<file path="src/rtl/detector_jogada_pkg.sv">
// Shared definitions for the button-press detector.
// Contents:
//   estado_t                - FSM state encodings, also used to label db_estado on the display
//   DEBOUNCE_CICLOS_PADRAO  - default stable-cycle count for accepting a press or a release
//   TIMEOUT_CICLOS_PADRAO   - default number of counted cycles before the play timeout
package detector_jogada_pkg;

    typedef enum logic [2:0] {
        OCIOSO = 3'd0,  // all buttons released and stable
        FILTRA = 3'd1,  // candidate pattern being debounced
        EMITE  = 3'd2,  // single-cycle jogada pulse
        SEGURA = 3'd3,  // waiting for release
        SOLTA  = 3'd4   // release being debounced
    } estado_t;

    localparam int unsigned DEBOUNCE_CICLOS_PADRAO = 1000;
    localparam int unsigned TIMEOUT_CICLOS_PADRAO  = 5000;

endpackage

</file>
<file path="src/rtl/contador_timeout.sv">
// Saturating cycle counter with synchronous clear and enable, and an expiry flag.
// Ports:
//   clock     - system clock, rising edge
//   reset     - asynchronous active-low reset
//   i_zera    - synchronous clear of count and flag; wins over i_conta
//   i_conta   - count enable
//   o_expirou - high once CICLOS counted cycles have elapsed since the last clear
module contador_timeout #(
    parameter int unsigned CICLOS = 5000
) (
    input  logic clock,
    input  logic reset,
    input  logic i_zera,
    input  logic i_conta,
    output logic o_expirou
);

    localparam int unsigned W = $clog2(CICLOS);
    localparam logic [W-1:0] ULTIMO = W'(CICLOS - 1);

    logic [W-1:0] r_cnt;
    logic         r_expirou;

    // Once the count reaches ULTIMO the flag sets on the next enabled edge and
    // the count stays put until cleared.
    always_ff @(posedge clock or negedge reset) begin
        if (!reset) begin
            r_cnt     <= '0;
            r_expirou <= 1'b0;
        end else if (i_zera) begin
            r_cnt     <= '0;
            r_expirou <= 1'b0;
        end else if (i_conta && !r_expirou) begin
            if (r_cnt == ULTIMO) begin
                r_expirou <= 1'b1;
            end else begin
                r_cnt <= r_cnt + W'(1);
            end
        end
    end

    assign o_expirou = r_expirou;

endmodule

</file>
<file path="src/rtl/detector_jogada.sv">
// Player-button front end: synchronises and debounces the buttons, emits one
// jogada pulse per accepted single-button press, and runs the play timeout.
// Ports:
//   clock        - system clock, rising edge
//   reset        - asynchronous active-low reset
//   botoes       - raw button levels (asynchronous), 1 = pressed
//   zeraT        - synchronous clear of the timeout timer
//   contaT       - timeout timer enable
//   jogada       - one-cycle pulse per accepted press
//   jogada_valor - one-hot pattern of the last accepted press, held
//   timeout      - high once the timer has expired, until cleared
//   db_estado    - current FSM state encoding
module detector_jogada
    import detector_jogada_pkg::*;
#(
    parameter int unsigned N_BOTOES        = 4,
    parameter int unsigned DEBOUNCE_CICLOS = DEBOUNCE_CICLOS_PADRAO,
    parameter int unsigned TIMEOUT_CICLOS  = TIMEOUT_CICLOS_PADRAO
) (
    input  logic                clock,
    input  logic                reset,
    input  logic [N_BOTOES-1:0] botoes,
    input  logic                zeraT,
    input  logic                contaT,
    output logic                jogada,
    output logic [N_BOTOES-1:0] jogada_valor,
    output logic                timeout,
    output logic [2:0]          db_estado
);

    localparam int unsigned DW = $clog2(DEBOUNCE_CICLOS);
    localparam logic [DW-1:0] DB_ULTIMO = DW'(DEBOUNCE_CICLOS - 1);
    localparam logic [DW-1:0] DB_UM     = DW'(1);

    logic [N_BOTOES-1:0] r_sync1, r_sync2;
    logic [N_BOTOES-1:0] w_s;
    estado_t             r_estado, w_prox_estado;
    logic [N_BOTOES-1:0] r_cand, w_prox_cand;
    logic [DW-1:0]       r_cnt, w_prox_cnt;
    logic [N_BOTOES-1:0] r_valor, w_prox_valor;
    logic                w_jogada;

    // Two-flop synchroniser; nothing downstream looks at the raw inputs.
    always_ff @(posedge clock or negedge reset) begin
        if (!reset) begin
            r_sync1 <= '0;
            r_sync2 <= '0;
        end else begin
            r_sync1 <= botoes;
            r_sync2 <= r_sync1;
        end
    end

    assign w_s = r_sync2;

    always_ff @(posedge clock or negedge reset) begin
        if (!reset) begin
            r_estado <= OCIOSO;
            r_cand   <= '0;
            r_cnt    <= '0;
            r_valor  <= '0;
        end else begin
            r_estado <= w_prox_estado;
            r_cand   <= w_prox_cand;
            r_cnt    <= w_prox_cnt;
            r_valor  <= w_prox_valor;
        end
    end

    always_comb begin
        w_prox_estado = r_estado;
        w_prox_cand   = r_cand;
        w_prox_cnt    = r_cnt;
        w_prox_valor  = r_valor;
        w_jogada      = 1'b0;
        case (r_estado)
            OCIOSO: begin
                if (w_s != '0) begin
                    w_prox_cand   = w_s;
                    w_prox_cnt    = DB_UM;
                    w_prox_estado = FILTRA;
                end
            end
            FILTRA: begin
                if (w_s == '0) begin
                    w_prox_estado = OCIOSO;
                end else if (w_s != r_cand) begin
                    // Pattern changed mid-count: debounce the new one from scratch.
                    w_prox_cand = w_s;
                    w_prox_cnt  = DB_UM;
                end else if (r_cnt == DB_ULTIMO) begin
                    // Multi-button chords are dropped without a pulse.
                    if ($onehot(r_cand)) begin
                        w_prox_valor  = r_cand;
                        w_prox_estado = EMITE;
                    end else begin
                        w_prox_estado = SEGURA;
                    end
                end else begin
                    w_prox_cnt = r_cnt + DW'(1);
                end
            end
            EMITE: begin
                w_jogada      = 1'b1;
                w_prox_estado = SEGURA;
            end
            SEGURA: begin
                if (w_s == '0) begin
                    w_prox_cnt    = DB_UM;
                    w_prox_estado = SOLTA;
                end
            end
            SOLTA: begin
                if (w_s != '0) begin
                    w_prox_estado = SEGURA;
                end else if (r_cnt == DB_ULTIMO) begin
                    w_prox_estado = OCIOSO;
                end else begin
                    w_prox_cnt = r_cnt + DW'(1);
                end
            end
            default: begin
                w_prox_estado = OCIOSO;
            end
        endcase
    end

    // A play restarts the timer, and beats an expiry landing on the same edge.
    contador_timeout #(
        .CICLOS(TIMEOUT_CICLOS)
    ) u_contador_timeout (
        .clock    (clock),
        .reset    (reset),
        .i_zera   (zeraT | w_jogada),
        .i_conta  (contaT),
        .o_expirou(timeout)
    );

    assign jogada       = w_jogada;
    assign jogada_valor = r_valor;
    assign db_estado    = r_estado;

endmodule

</file>
<file path="config.mk">
export PLATFORM = sky130hd
export DESIGN_NAME = detector_jogada
export DESIGN_NICKNAME = d
export VERILOG_FILES = /design/src/rtl/detector_jogada_pkg.sv /design/src/rtl/contador_timeout.sv /design/src/rtl/detector_jogada.sv
export SDC_FILE = /design/constraint.sdc
export NUM_CORES = 1
export LEC_CHECK = 0
export CORE_MARGIN = 5
export CORE_UTILIZATION = 50
export DETAILED_ROUTE_END_ITERATION = 8
export DONT_BUFFER_PORTS = 1
export MAX_ROUTING_LAYER = met4
export PLACE_DENSITY_LB_ADDON = 0.15
export SLEW_MARGIN = 20
export SYNTH_ARGS = -nofsm -noshare
export SYNTH_HDL_FRONTEND = slang
export SYNTH_SLANG_ARGS = --single-unit
</file>
<file path="constraint.sdc">
create_clock -name clock -period 2.1 [get_ports clock]
set_input_delay 0.42 -clock clock [delete_from_list [all_inputs] [get_ports clock]]
set_output_delay 0.42 -clock clock [all_outputs]
set_load 0.05 [all_outputs]
</file>
==> results of run 1 <==
==> what timing repair did <==
| action | CTS | global route |
|---|---|---|
| hold endpoints to repair | 43 | 0 |
| pin swaps | 3 | 8 |
| hold buffers | 2 | 0 |
| setup endpoints to repair | 4 | 9 |
| setup buffers | 2 | 4 |
| gates resized for setup | 3 | 3 |
==> registers in the layout, indices dropped and copies added (netlist names) <==
register / flops
jogada_valor: 4
r_sync2: 4
db_estado: 3
u_contador_timeout.o_expirou: 1
u_contador_timeout.r_cnt: 13
r_cnt: 10
r_cand: 4
r_sync1: 4
==> report_power, final <==
part | switching [uW] | leakage (uW) | total (uW) | internal (uW)
sequential | 23.1 | 0.000558 | 878 | 855
combinational | 150 | 0.000505 | 286 | 136
clock | 255 | 0.0000383 | 484 | 229
==> worst max-delay path, delay by kind of cell, from the launching register on <==
kind / cells / cell delay [ps]
adders and majority gates: 3 / 920
buffers and inverters: 2 / 100
DFF: 1 / 360
muxes: 1 / 330
and+or+nand+nor: 2 / 230
==> per-layer routing <==
| layer | up-vias | wire length, um | track usage [%] |
|---|---|---|---|
| li1 | 763 | - | - |
| met1 | 762 | 1890 | 20.8 |
| met2 | 19 | 1970 | 26.7 |
| met3 | 7 | 113 | 3.17 |
| met4 | 0 | 70 | 6.99 |
| met5 | - | 0 | - |
==> per-stage QoR <==
stage / util (%) / hold WS (ps) / setup slack (ps) / cell area, um^2 / std cells
3_3_place_gp: 56.5 / 125 / 38.3 / 2310 / 263
4_1_cts: 59.8 / 155 / 4.06 / 2440 / 274
3_5_place_dp: 56.5 / 125 / -43.9 / 2310 / 263
5_1_grt: 60.7 / 142 / -28.3 / 2480 / 278
6_report: 60.7 / 163 / 59.7 / 2480 / 278
2_1_floorplan: - / 124 / 18.2 / 2170 / 206
==> final timing paths <==
check                           slack (ps)  cells after the start         endpoint  startpoint
worst min-delay path                   160                      0       r_sync1[0]   botoes[0]
min in group asynchronous              580                      2     db_estado[1]       reset
worst max register to register          60                      8  jogada_valor[0]   r_cand[3]
worst min register to register         350                      0       r_sync2[2]  r_sync1[2]
worst max-delay path                    60                      8  jogada_valor[0]   r_cand[3]
max in group asynchronous             1290                      2        r_cand[2]       reset
==> cell families after synthesis <==
kind of cell / after synthesis
AOI/OAI and AO/OA: 38
xor gates and xnor gates: 18
adders and majority gates: 5
buffers and inverters: 16
DFF: 43
muxes: 6
and+or+nand+nor: 80
==> final cells by class <==
| cell class | instances | area [um^2] |
|---|---|---|
| inverters | 10 | 37.5 |
| repair buffers | 21 | 173 |
| clock buffers | 7 | 76.3 |
| fillers | 365 | 1610 |
| flip-flops and latches | 43 | 1080 |
| multi-input cells | 147 | 1050 |
| well taps | 50 | 62.6 |
==> layout by cell type, fill, tap and decap left out, types with 3 or more instances in the layout <==
master and n:
a22o_1 3, nand2_1 12, nor2_1 20, nand2b_1 4, dfrtp_2 3, xnor2_1 7
or3_1 3, xor2_1 11, mux2_4 4, nor2b_1 4, clkbuf_8 5, nand4_1 5
nor3_1 3, inv_2 3, buf_4 19, nand3_1 8, o21ai_0 15, a21oi_1 7
o211ai_1 3, dfrtp_1 40, inv_1 7
==> qor.yml, run 1 <==
status: "finished, final reports clean"
max_clock_freq_mhz: 490
p_leak_uw: 0.00110
setup_viol: 0
yosys.cell_count.top_type: "dfrtp_1"
clock_latency_ps: 290
worst_pin_slew_ps: 498
grt_first_pass_wirelength_um: 7060
ys_seq_area_share_pct: 50.2
fin_nets: 241
place_hpwl_um: 2960
fin_crit_ps: 2040
die_area_mm2: 0.00570
initial_utilization_pct: 52.4
cp_slowest_cell: "fa_1"
synth_edf_count: 0
ys.warnings.count: 0
synth_top_area_cell: "dfrtp_1"
grt_pass1_vias: 1558
synth.top_cell.area_share_pct: 50.2
die_w_um: 75.5
worst-path-max-fanout: 4
synth_nets: 219
synth-compound-area-share_pct: 11.0
yosys.area_share.xor_xnor_pct: 7.36
firstDrtPassIters: 4
clk_pin_slew_worst_paths_ps: 80
end_kind: "flip-flop"
htree_levels: 2
vdd_ir_drop_max_mv: 0.476
required_ps: 2280
n_antenna_cell: 0
synth_area_leaders: "dfrtp_1, xor2_1, nor2_1, o21ai_0, xnor2_1"
syn-instance-count: 206
critPathKind: "reg2reg"
grt_use_total_pct: 16.7
fin_crit_sh_pct: 97.2
power_density_mw_per_mm2: 665
std_cell_rows: 23
skew_ps: 13.7
synth_top_family_by_area: "simple AND/OR/NAND/NOR gates"
netlist_area_mm2: 0.00214
hold_class: "in2reg"
startpoint_type: "flip-flop"
max_stage_delay_ps: 540
via_per_inst: 5.58
grt_max_degree: 44
root_buffer: "clkbuf_8"
synth_seq_cells: 43
synthAdderAreaFrac_pct: 3.27
async_reset_ff_share_pct: 100
synth_cell_types: 45
antenna_found_initial: 0
place.gp.congestion: 0.791
area_growth_pct: 15.7
cts_sinks: 43
clockBufferDepth: 2
routedWlPerCell_um: 14.5
crit_chain: "inv_2 > fa_1 > inv_2 > ha_4 > ha_4 > nor2_4 > nand4_4 > mux2_4"
synth.area.mux_share_pct: 3.79
die_h_um: 75.5
layout-drive-gt1-share_pct: 21.9
synth_ff_type: "dfrtp_1"
synthSimpleGateAreaFrac_pct: 21.4
port_buffers: 0
gr-total-overflow: 0
finalWirelength_um: 4040
vias: 1551
cts_made_buffers: 5
postRouteAntennaNets: 0
maxCapViolCount: 0
cts_tree: "done"
slew_viol_final: 0
finalSetupTns_ps: 0
synth_commonest_cells: "dfrtp_1, nor2_1, o21ai_0, nand2_1, xor2_1"
drc: 0
core_mm2: 0.00409
critPathArrivalTime_ps: 2220
syn_avg_cell_area_um2: 10.4
rsz0062_at_grt: "true"
io_pins: 17
drt_iter0_markers: 118
total_power_uw: 1650
final_hold_viol_count: 0
relSlewSlack_pct: 66.8
No activity file was read; power rests on OpenSTA's default activity.
==> inputs of run 2 (changes only) <==
- CORE_MARGIN: 5 -> 2
- MAX_ROUTING_LAYER: met4 -> default
- PLACE_DENSITY: default -> 0.77
- PLACE_DENSITY_LB_ADDON: 0.15 -> default
==> qor.yml, run 2 (same netlist as run 1, synthesis figures left out) <==
min_from: "botoes[1]"  # was botoes[0]
htree_levels: 2  # unchanged
max_stage_delay_ps: 550  # was 540 ps
clockBufferDepth: 2  # unchanged
vdd_ir_drop_max_mv: 0.423  # was 0.476 mV
p_leak_uw: 0.00109  # was 0.00110 uW
area_growth_pct: 15.5  # was 15.7%
drc: 0  # unchanged
cts_made_buffers: 5  # unchanged
finalWirelength_um: 3770  # was 4040 um
top_register: "u_contador_timeout.r_cnt"  # unchanged
grt_pass1_vias: 1439  # was 1558
antenna_found_initial: 0  # unchanged
grt_max_degree: 44  # unchanged
postRouteAntennaNets: 0  # unchanged
status: "finished, final reports clean"  # unchanged
total_power_uw: 1630  # was 1650 uW
worst-path-max-fanout: 4  # unchanged
rsz0062_at_grt: "true"  # unchanged
port_buffers: 0  # unchanged
max_clock_freq_mhz: 485  # was 490 MHz
worst_pin_slew_ps: 535  # was 498 ps
finalSetupTns_ps: 0  # unchanged
hold_class: "in2reg"  # unchanged
core_mm2: 0.00406  # was 0.00409 mm^2
dp.cells: 264  # was 263
worstRegToRegCells: 8  # unchanged
place.gp.congestion: 0.875  # was 0.791
relSlewSlack_pct: 64.3  # was 66.8%
die_w_um: 69.5  # was 75.5 um
die_h_um: 69.5  # was 75.5 um
filler_cell_count: 317  # was 365
cp_slowest_cell: "fa_1"  # unchanged
clk_pin_slew_worst_paths_ps: 70  # was 80 ps
startpoint: "r_cand[3]"  # unchanged
grt_use_total_pct: 17.2  # was 16.7%
final_hold_viol_count: 0  # unchanged
critPathKind: "reg2reg"  # unchanged
final_util_pct: 61.0  # was 60.7%
routedWlPerCell_um: 13.7  # was 14.5 um
required_ps: 2280  # about the same
largest_register_ffs: 13  # unchanged
slew_viol_final: 0  # unchanged
drt_iter0_markers: 88  # was 118
io_pins: 17  # unchanged
power_density_mw_per_mm2: 657  # was 665 mW/mm^2
root_buffer: "clkbuf_8"  # unchanged
gr-total-overflow: 0  # unchanged
layout-drive-gt1-share_pct: 21.7  # was 21.9%
crit_chain: "inv_2 > fa_1 > inv_2 > ha_4 > ha_4 > nor2_4 > nand4_4 > mux2_4"  # unchanged
vias: 1524  # was 1551
cts_tree: "done"  # unchanged
n_antenna_cell: 0  # unchanged
fin_crit_sh_pct: 98.1  # was 97.2%
place_hpwl_um: 2640  # was 2960 um
fin_nets: 238  # was 241
firstDrtPassIters: 4  # unchanged
std_cell_rows: 23  # unchanged
holdPathStages: 0  # unchanged
cts_sinks: 43  # unchanged
final_common_cell: "dfrtp_1"  # unchanged
die_area_mm2: 0.00483  # was 0.00570 mm^2
startpoint_type: "flip-flop"  # unchanged
setup_viol: 0  # unchanged
fin_crit_ps: 2060  # was 2040 ps
top_regs: "u_contador_timeout.r_cnt (13), r_cnt (10)"  # unchanged
clock_latency_ps: 290  # about the same
via_per_inst: 5.52  # was 5.58
final_cells: 276  # was 278
r2r_start: "r_cand[3]"  # unchanged
initial_utilization_pct: 52.8  # was 52.4%
grt_first_pass_wirelength_um: 6560  # was 7060 um
maxCapViolCount: 0  # unchanged
final_cell_mix: "dfrtp_1, nor2_1, o21ai_0, buf_4, nand2_1"  # was dfrtp_1, nor2_1, buf_4
skew_ps: 5.50  # was 13.7 ps
end_kind: "flip-flop"  # unchanged
critPathArrivalTime_ps: 2240  # was 2220 ps
[run 2: cell types whose count changed in the layout (fill, tap and decap cells not counted), sizes merged]
| cell | before | now |
|---|---|---|
| buf | 20 | 17 |
| clkinv | 0 | 1 |
[run 2: area by class of cell]
type                            count  area [um^2]  area share [%]
Inverter                           10         37.5            1.52
Multi-Input combinational cell    147         1060            43.0
Sequential cell                    43         1080            43.6
Tap cell                           50         62.6            2.53
Clock buffer                        7         76.3            3.08
Timing Repair Buffer               18          150            6.07
Clock inverter                      1         5.00           0.202
[run 2: critical path, delay by kind of cell, from the launching register on]
kind,cells,cell delay (ps)
and+or+nand+nor,2,230
buffers and inverters,2,100
muxes,1,320
adders and majority gates,3,930
DFF,1,360
[run 2: path summary, 6_finish.rpt]
path / end / slack (ps)
setup / recovery: jogada_valor[2] / 40
hold / removal: r_sync1[1] / 150
setup reg to reg: jogada_valor[2] / 40
hold reg to reg: r_sync2[2] / 350
max in group asynchronous: r_sync2[3] / 1310
min in group asynchronous: r_cnt[5] / 580
[run 2: metrics by stage]
step / area [um^2] / setup slack (ps) / hold slack [ps]
after floorplan: 2170 / 18.2 / 124
after global placement: 2310 / 31.9 / 126
after detailed placement: 2310 / 6.81 / 126
after CTS: 2430 / 25.3 / 146
after global routing: 2470 / -32.3 / 133
final: 2470 / 38.9 / 154
[run 2: where the power goes]
| part | total, uW | switching, uW | internal (uW) | leakage (uW) |
|---|---|---|---|---|
| combinational | 257 | 140 | 117 | 0.000493 |
| clock | 488 | 255 | 233 | 0.0000422 |
| sequential | 881 | 25.9 | 855 | 0.000558 |
| total | 1630 | 421 | 1210 | 0.00109 |
[run 2: timing repair]
item / 4_1_cts / 5_1_grt
gates resized for setup: 1 / 6
hold endpoints to repair: 43 / 0
setup buffers: 0 / 2
pin swaps: 1 / 3
setup endpoints to repair: 2 / 8
hold buffers: 2 / 0
[run 2: metal layers]
layer | track usage [%] | part of all wire, %
met5 | 0 | 0
met4 | 6.75 | 1.7
met3 | 5.38 | 3.2
met2 | 24.3 | 44
met1 | 24.6 | 51
==> inputs of run 3 (changes only) <==
- CORE_UTILIZATION: 50 -> 56
- PLACE_DENSITY: 0.77 -> 0.83
==> qor.yml, run 3 (same netlist as run 1, synthesis figures left out) <==
std_cell_rows: 22  # was 23
startpoint_type: "flip-flop"  # unchanged
vias: 1551  # was 1524
clock_latency_ps: 300  # was 290 ps
drt_iter0_markers: 176  # was 88
grt_use_total_pct: 21.1  # was 17.2%
dp.cells: 261  # was 264
routedWlPerCell_um: 14.7  # was 13.7 um
port_buffers: 0  # unchanged
p_int_uw: 1210  # about the same
cts_made_buffers: 5  # unchanged
layout-drive-gt1-share_pct: 20.4  # was 21.7%
final_cell_mix: "dfrtp_1, nor2_1, o21ai_0, buf_4, nand2_1"  # unchanged
cts_sinks: 43  # unchanged
largest_register_ffs: 13  # unchanged
fin_crit_sh_pct: 99.9  # was 98.1%
r2r_setup_slack_ps: 2  # was 40 ps
antenna_found_initial: 0  # unchanged
power.switching_uw: 451  # was 421 uW
die_h_um: 65.9  # was 69.5 um
final_common_cell: "dfrtp_1"  # unchanged
critPathArrivalTime_ps: 2280  # was 2240 ps
firstDrtPassIters: 4  # unchanged
max_clock_freq_mhz: 477  # was 485 MHz
fin_nets: 237  # was 238
core_mm2: 0.00366  # was 0.00406 mm^2
worstRegToRegCells: 8  # unchanged
crit_chain: "inv_2 > fa_1 > inv_2 > ha_4 > ha_4 > nor2_4 > nand4_4 > mux2_4"  # unchanged
holdWs_ps: 153  # was 154 ps
relSlewSlack_pct: 67.0  # was 64.3%
finalSetupTns_ps: 0  # unchanged
required_ps: 2290  # was 2280 ps
final_cells: 273  # was 276
top_register: "u_contador_timeout.r_cnt"  # unchanged
dp_slack_ps: -24.5  # was 6.81 ps
filler_cell_count: 273  # was 317
end_kind: "flip-flop"  # unchanged
postRouteAntennaNets: 0  # unchanged
finalWirelength_um: 4000  # was 3770 um
power_density_mw_per_mm2: 678  # was 657 mW/mm^2
vdd_ir_drop_max_mv: 0.472  # was 0.423 mV
top_regs: "u_contador_timeout.r_cnt (13), r_cnt (10)"  # unchanged
grt_pass1_vias: 1527  # was 1439
max_stage_delay_ps: 550  # about the same
maxCapViolCount: 0  # unchanged
hold_class: "in2reg"  # unchanged
root_buffer: "clkbuf_8"  # unchanged
grt_first_pass_wirelength_um: 6920  # was 6560 um
skew_ps: 11.1  # was 5.50 ps
cts_tree: "done"  # unchanged
cp_slowest_cell: "fa_1"  # unchanged
r2r_start: "r_cand[0]"  # was r_cand[3]
pwr-share-comb_pct: 16.7  # was 15.8%
clk_pin_slew_worst_paths_ps: 90  # was 70 ps
gr-total-overflow: 0  # unchanged
fin_ws_ps: 1.85  # was 38.9 ps
initial_utilization_pct: 58.5  # was 52.8%
final_design_area_no_fill_mm2: 0.00246  # was 0.00247 mm^2
setup_viol: 0  # unchanged
rsz0062_at_grt: "true"  # unchanged
worst_pin_slew_ps: 495  # was 535 ps
hold_end: "r_sync1[2]"  # was r_sync1[1]
seq_power_share_pct: 52.7  # was 54.2%
htree_levels: 2  # unchanged
via_per_inst: 5.68  # was 5.52
clockBufferDepth: 2  # unchanged
crit_family: "adder cells"  # unchanged
postPlaceCellArea_mm2: 0.00230  # was 0.00231 mm^2
switching_share_pct: 27.1  # was 25.9%
place_hpwl_um: 2850  # was 2640 um
critPathKind: "reg2reg"  # unchanged
clockPowerShare_pct: 30.6  # was 30.0%
p_leak_uw: 0.00108  # was 0.00109 uW
holdPathStages: 0  # unchanged
grt_max_degree: 44  # unchanged
worst-path-max-fanout: 4  # unchanged
slew_viol_final: 0  # unchanged
fin_crit_ps: 2100  # was 2060 ps
critPathBufInv: 2  # unchanged
status: "finished, final reports clean"  # unchanged
area_growth_pct: 14.7  # was 15.5%
die_area_mm2: 0.00434  # was 0.00483 mm^2
place.gp.congestion: 0.912  # was 0.875
drc: 0  # unchanged
min_from: "botoes[2]"  # was botoes[1]
r2r-end: "jogada_valor[2]"  # unchanged
io_pins: 17  # unchanged
n_antenna_cell: 0  # unchanged
die_w_um: 65.9  # was 69.5 um
final_hold_viol_count: 0  # unchanged
[run 3: per-layer routing]
metal	GRT usage (%)	up-vias	part of all wire (%)
met5	0	-	0
met4	5.99	0	0.50
met3	5.62	2	4.4
met2	33.3	40	46
met1	28.8	748	49
li1	-	761	-
[run 3: what timing repair did]
| item | CTS | global route |
|---|---|---|
| hold endpoints to repair | 43 | 0 |
| buffers inserted | 2 | 0 |
| pin swaps | 1 | 4 |
| hold buffers | 2 | 0 |
| resized for setup | 1 | 4 |
| setup endpoints to repair | 4 | 8 |
[run 3: metrics by stage]
stage / utilization, % / total power [uW]
after floorplan: - / 1040
after global placement: 63.0 / 1090
after detailed placement: 63.0 / 1100
after CTS: 66.6 / 1660
after global routing: 67.1 / 1740
final: 67.1 / 1660
[run 3: cell type report]
cell class / instances / area (um^2) / area share (%)
clock inverter: 2 / 12.5 / 0.509
timing repair buffer: 17 / 143 / 5.80
clock buffer: 6 / 72.6 / 2.95
sequential: 43 / 1080 / 43.9
tap: 48 / 60.1 / 2.44
inverter: 10 / 37.5 / 1.53
multi-input combinational: 147 / 1050 / 42.8
[run 3: power groups by stage]
| stage | combinational, uW | sequential (uW) | clock, uW |
|---|---|---|---|
| 4_1_cts | 259 | 876 | 525 |
| 2_1_floorplan | 148 | 896 | 0 |
| 5_1_grt | 308 | 881 | 555 |
| 3_3_place_gp | 195 | 891 | 0 |
| 6_report | 277 | 877 | 510 |
| 3_5_place_dp | 207 | 893 | 0 |
[run 3: worst max-delay path by stage]
stage                    from               to  slack (ps)  cells after the start
floorplan           r_cand[3]  jogada_valor[0]          20                      8
global placement    r_cand[3]  jogada_valor[0]          30                      8
detailed placement  r_cand[3]  jogada_valor[3]         -20                      8
CTS                 r_cand[3]  jogada_valor[2]         -10                      8
global route        r_cand[0]  jogada_valor[1]         -90                      8
finish              r_cand[0]  jogada_valor[2]           2                      8
